File: config.mk
export PLATFORM = sky130hd
export DESIGN_NAME = fetch_pipeline_unit
export DESIGN_NICKNAME = d
export VERILOG_FILES = /design/src/rtl/fetch_pipeline_unit.sv
export SDC_FILE = /design/constraint.sdc
export NUM_CORES = 1
export LEC_CHECK = 0
export CORE_MARGIN = 5
export CORE_UTILIZATION = 48
export DETAILED_ROUTE_END_ITERATION = 8
export PLACE_DENSITY = 0.95
export SLEW_MARGIN = 15
export SYNTH_ARGS = -nofsm -noshare
export SYNTH_HDL_FRONTEND = slang
export SYNTH_SLANG_ARGS = --single-unit
export TNS_END_PERCENT = 10
File: constraint.sdc
create_clock -name clk -period 2.5 [get_ports clk]
set_input_delay 0.375 -clock clk [delete_from_list [all_inputs] [get_ports clk]]
set_output_delay 0.375 -clock clk [all_outputs]
set_load 0.01 [all_outputs]
File: src/rtl/fetch_pipeline_unit.sv
// Purpose: instruction fetch stage feeding decode from a synchronous-read instruction ROM, with branch redirect; optional perf counters under FETCH_PERF_CNT_EN.
// Latency: 2 clk edges from address issue to instr_out/pc_out; steady-state 1 instruction per cycle; one bubble per redirect.
// Backpressure: stall holds all outputs and reissues the last address so the ROM data is still valid on release; branch_valid overrides stall.
module fetch_pipeline_unit (
    input  logic        clk,
    input  logic        rst,
    input  logic        stall,
    input  logic        branch_valid,
    input  logic [6:0]  branch_target,
    output logic [6:0]  imem_addr,
    input  logic [31:0] imem_rdata,
    output logic [31:0] instr_out,
    output logic [6:0]  pc_out,
    output logic        valid_out
`ifdef FETCH_PERF_CNT_EN
    ,
    output logic [15:0] fetch_cnt,
    output logic [15:0] bubble_cnt
`endif
);

    localparam logic [31:0] NOP = 32'hE320F000;

    typedef enum logic {FILL = 1'b0, RUN = 1'b1} state_t;

    state_t     state;
    state_t     state_nxt;
    logic [6:0] pc_reg;
    logic [6:0] req_pc;
    logic       do_squash;
    logic       do_fill;
    logic       do_fetch;

    // Address mux: a redirect wins, a stall re-presents last cycle's address, otherwise stream.
    always_comb begin
        imem_addr = pc_reg;
        if (branch_valid) begin
            imem_addr = branch_target;
        end else if (stall) begin
            imem_addr = req_pc;
        end
    end

    // State register.
    always_ff @(posedge clk or posedge rst) begin
        if (rst) begin
            state <= FILL;
        end else begin
            state <= state_nxt;
        end
    end

    // Next state and datapath load selects; FILL ignores stall because nothing valid is in flight yet.
    always_comb begin
        state_nxt = state;
        do_squash = 1'b0;
        do_fill   = 1'b0;
        do_fetch  = 1'b0;
        if (branch_valid) begin
            do_squash = 1'b1;
            state_nxt = RUN;
        end else begin
            case (state)
                FILL: begin
                    do_fill   = 1'b1;
                    state_nxt = RUN;
                end
                RUN: begin
                    do_fetch = !stall;
                end
                default: state_nxt = FILL;
            endcase
        end
    end

    // Fetch datapath: PCs and the registered decode-side outputs; PC arithmetic wraps at 128.
    always_ff @(posedge clk or posedge rst) begin
        if (rst) begin
            pc_reg    <= 7'd0;
            req_pc    <= 7'd0;
            instr_out <= NOP;
            pc_out    <= 7'd0;
            valid_out <= 1'b0;
        end else if (do_squash) begin
            instr_out <= NOP;
            valid_out <= 1'b0;
            req_pc    <= branch_target;
            pc_reg    <= branch_target + 7'd1;
        end else if (do_fill) begin
            instr_out <= NOP;
            valid_out <= 1'b0;
            pc_out    <= 7'd0;
            req_pc    <= pc_reg;
            pc_reg    <= pc_reg + 7'd1;
        end else if (do_fetch) begin
            instr_out <= imem_rdata;
            pc_out    <= req_pc;
            valid_out <= 1'b1;
            req_pc    <= pc_reg;
            pc_reg    <= pc_reg + 7'd1;
        end
    end

`ifdef FETCH_PERF_CNT_EN
    // Saturating counters of delivered instructions and redirect bubbles.
    always_ff @(posedge clk or posedge rst) begin
        if (rst) begin
            fetch_cnt  <= 16'd0;
            bubble_cnt <= 16'd0;
        end else begin
            if (do_fetch && fetch_cnt != 16'hFFFF) begin
                fetch_cnt <= fetch_cnt + 16'd1;
            end
            if (do_squash && bubble_cnt != 16'hFFFF) begin
                bubble_cnt <= bubble_cnt + 16'd1;
            end
        end
    end
`endif

endmodule
; ---- Yosys cells after proc, flatten, opt, wreduce, memory -nomap -nowiden
; Index checks and enable logic that the tools add are counted.
[totals]
register_bits = 55
input_bits = 43
[op_classes]
mux = 21
n_reduce_logical = 4
bitwise_logic = 1
add_sub_neg = 2
[op_table]
columns = cell, count
row1 = $mux 32, 3
row2 = $mux 7, 10
row3 = $add 7x1->7 const B, 2
row4 = $mux 1, 8
row5 = $reduce_bool 3->1, 1
row6 = $reduce_and 2->1, 1
row7 = $reduce_bool 2->1, 1
row8 = $logic_not 1->1, 1
row9 = $not 1->1, 1

; ---- Logic depth before layout (Yosys ltp)
[logic_depth]
word_depth = 6
depth_mapped = 9
ltp_nobuf = 7

; ---- Least setup slack after synthesis
; Ideal clock, no wire load.
[synth_path]
path_type = input to register
startpoint = input branch_valid
endpoint = register pc_reg[6]
t_arrival_ns = 1.696
setup_ns = 0.126
required_ns = 2.374
slack_ns = 0.678
path_stages = 8
cell_sequence = buf_4 buf_2 o21ai_0 ha_1 nand3_1 nor3b_1 xnor2_1 mux2i_1
[synth_via]
elab_chain_len = 3
word_cells_on_any_way = 6
classes_between = mux: 5 / reduce/logical: 1
[synth_rtl]
columns = element, line_no
row1 = from (decl), 8  ; input logic branch_valid,
row2 = $mux 1, 59  ; if (branch_valid) begin
row3 = $mux 7, 89  ; end else if (do_fill) begin
row4 = $mux 7, 84  ; end else if (do_squash) begin
row5 = to (signal assigned), 88  ; pc_reg <= branch_target + 7'd1;
row6 = to (signal assigned), 94  ; pc_reg <= pc_reg + 7'd1;
row7 = to (signal assigned), 100  ; pc_reg <= pc_reg + 7'd1;
row8 = to (decl), 28  ; logic [6:0] pc_reg;
; Parallel ways exist; a longest one is shown, timed or not.
; A chain may end at the register's enable or synchronous reset.

; ---- Final worst setup path
[layout_path]
startpoint = input stall
endpoint = output imem_addr[2]
[layout_via]
elab_chain_len = 2
[layout_rtl]
columns = element, line_no
row1 = from (decl), 7  ; input logic stall,
row2 = $mux 7, 39  ; end else if (stall) begin
row3 = $mux 7, 37  ; if (branch_valid) begin
row4 = to (decl), 10  ; output logic [6:0] imem_addr,
; Every way passes these cells.

==> out/metrics.csv <==
metric,value,unit
global-route wire length before repair,9430,um
placement row count,26,
worst hold slack after final layout,0.420,ns
largest vdd supply drop,385,uV
CTS tree,yes,
clock insertion delay at the later pin of the skew report,0.30,ns
layout cell share with drive strength beyond 1,0.112,
Reg with most FFs,instr_out,
hold-fix buffer count after cts,0,
Worst Hold Class,primary input to async pin,
"Remaining Overflow, GRT",0,
ant diodes,0,
Final Routed Wirelength,5900,um
WS Path Type,primary input to output port,
number of nets produced by synthesis,250,
Post-CTS Repair Setup Buffers,0,
"Reg clk slew, reported paths",0.10,ns
average footprint of a synthesized cell,11.9,sq um
Starting Density,0.486,
Final setup viols,0,
post-route met1 wirelength,2450,um
critical path data required time,2.12,ns
total half-perimeter wirelength after legalization and detailed placement,4300,um
most common library cell in the layout ignoring fill and taps,sky130_fd_sc_hd__clkdlybuf4s50_1,
clock period minus final worst setup slack,2.35,ns
average wire length per cell after detail routing,16.2,um
startpoint types,primary input,
maximum buffer depth of the clock tree,2,
highest metal layer with signal wires,met4,
count of distinct cell types in the synthesized netlist,37,
RSZ-0062 raised after global routing,no,
Mapped Cells,206,
Post-DRT Antenna Nets,0,
final RePlAce weighted congestion,0.905,
aggregate global-route resource usage,0.186,
number of iterations in the first detailed-routing pass,4,
"Hold Vio Cnt, Final",0,
transition time of the tightest slew-check pin,0.624,ns
IO Count,90,
worst-path maximum fanout,16,
Pwr Density,572,nW/um^2
core area,5040,sq um
area delta synth->final,44.0,%
maximum capacitance violations,0,
DRC violations left,0,
# nets final,337,
Reg2Reg Setup Slack,0.68,ns
maximum number of pins on one net before global-route repair,34,
via count,1968,
Sink Count,55,
static leakage,0.00152,uW
wire length on met3,444,um
number of DRC markers after the initial detailed-route iteration,46,
FMAX,426,MHz
post-DR vias/cell,5.41,
final slew viol count,0,
die boundary width,81.4,um
antenna violations before repair,0,
Setup Total Neg Slack,0,ns
number of gates resized after cts,0,
max reg flops,32,
number of warnings printed during yosys synthesis,0,
clock tree skew after final layout,0.00966,ns
IO Port Bufs,89,
CP endpoint kind,output port,
number of buffers created by CTS,5,
proportion of synthesized chip area in sequential cells,0.567,
utilization after layout,0.699,
synthesized area,2450,sq um
vias in the first global route,1943,
"commonest cells after routing, fill and taps aside","sky130_fd_sc_hd__clkdlybuf4s50_1 (89), sky130_fd_sc_hd__dfrtp_1 (45), sky130_fd_sc_hd__a22o_1 (30)",
headroom to the max-slew limit,0.583,
CTS root buf,sky130_fd_sc_hd__clkbuf_8,
crit path DAT,1.97,ns
met2 wirelength from detailed routing,2960,um
outcome,finished clean,
register bit total from synthesis,55,
floorplan die height,81.4,um
Total Die Area,6630,sq um
overall power consumption,2020,uW
final cycle utilization of the critical path,0.939,
H-tree level count,2,
==> cell families (layout without fill, tap and decap cells) <==
family,count (synthesis),after routing,share of synthesized area
compound gates,67,67,0.212
mux,11,11,0.0455
flops,55,55,0.567
buf+inv,20,108,0.0501
other cells,1,1,0.00153
fa+ha+maj,1,1,0.00511
xor+xnor,7,7,0.0250
simple gates,44,44,0.0940
==> worst max-delay path: stages <==
cell and delay, ns:
sky130_fd_sc_hd__clkdlybuf4s50_1 0.51, sky130_fd_sc_hd__buf_12 0.17, sky130_fd_sc_hd__mux2i_1 0.08, sky130_fd_sc_hd__o21ai_0 0.25, sky130_fd_sc_hd__clkdlybuf4s50_1 0.59
==> cell type report <==
class                      count  area, sq um
clock buffer                   6         82.6
sequential                    55         1390
inverter                       5         21.3
multi-input combinational    131          937
clock inverter                 2         35.0
timing repair buffer          95          973
tap                           70         87.6
fill                         394         1520
==> routing by layer <==
metal	vias up	GRT usage
met1	949	0.247
met4	0	0.0422
met5	-	0
li1	926	-
met3	6	0.0384
met2	87	0.314
==> synthesized netlist by cell type, drive strengths merged <==
| cell type | number | share of area |
|---|---|---|
| a21boi | 2 | 0.0061 |
| a21o | 1 | 0.0031 |
| a21oi | 4 | 0.0082 |
| a221oi | 1 | 0.0061 |
| a22o | 30 | 0.11 |
| a311oi | 1 | 0.0036 |
| a31oi | 6 | 0.015 |
| and3 | 3 | 0.0077 |
| buf | 14 | 0.039 |
| clkbuf | 1 | 0.0020 |
| conb | 1 | 0.0015 |
| dfrtp | 45 | 0.46 |
| dfstp | 10 | 0.11 |
| ha | 1 | 0.0051 |
| inv | 5 | 0.0087 |
| mux2 | 1 | 0.0046 |
| mux2i | 10 | 0.041 |
| nand2 | 20 | 0.032 |
| nand2b | 1 | 0.0026 |
| nand3 | 4 | 0.010 |
| nand4 | 1 | 0.0051 |
| nand4b | 1 | 0.0097 |
| nor2 | 12 | 0.021 |
| nor3b | 1 | 0.0031 |
| o21ai | 11 | 0.022 |
| o221ai | 1 | 0.0036 |
| o22a | 10 | 0.036 |
| or2 | 1 | 0.0026 |
| xnor2 | 3 | 0.011 |
| xor2 | 4 | 0.014 |
==> power breakdown <==
part           switching, uW  internal [uW]  leakage, uW
clock                    278            324    0.0000612
sequential              64.1            958     0.000689
combinational            171            221     0.000774
==> per-stage QoR <==
stage	worst slack (ns)	instance area (sq um)	instances
after global routing	0.0709	3530	364
after global placement	0.166	3410	356
final	0.152	3530	364
after CTS	0.158	3530	364
after detailed placement	0.170	3410	356
after floorplan	0.678	2450	206
==> path summary, 6_finish.rpt <==
kind	startpoint	endpoint	depth (start not counted)
worst min register to register	pc_out[5]$_DFFE_PP0P_	pc_out[5]$_DFFE_PP0P_	1
worst min-delay path	rst	instr_out[23]$_DFFE_PP0P_	2
worst max-delay path	stall	imem_addr[2]	5
worst max register to register	pc_reg[0]$_DFFE_PP0P_	pc_reg[6]$_DFFE_PP0P_	7
min in group clk	pc_out[5]$_DFFE_PP0P_	pc_out[5]$_DFFE_PP0P_	1
max in group asynchronous	rst	instr_out[1]$_DFFE_PP0P_	3
(Power assumes the default switching activity.)
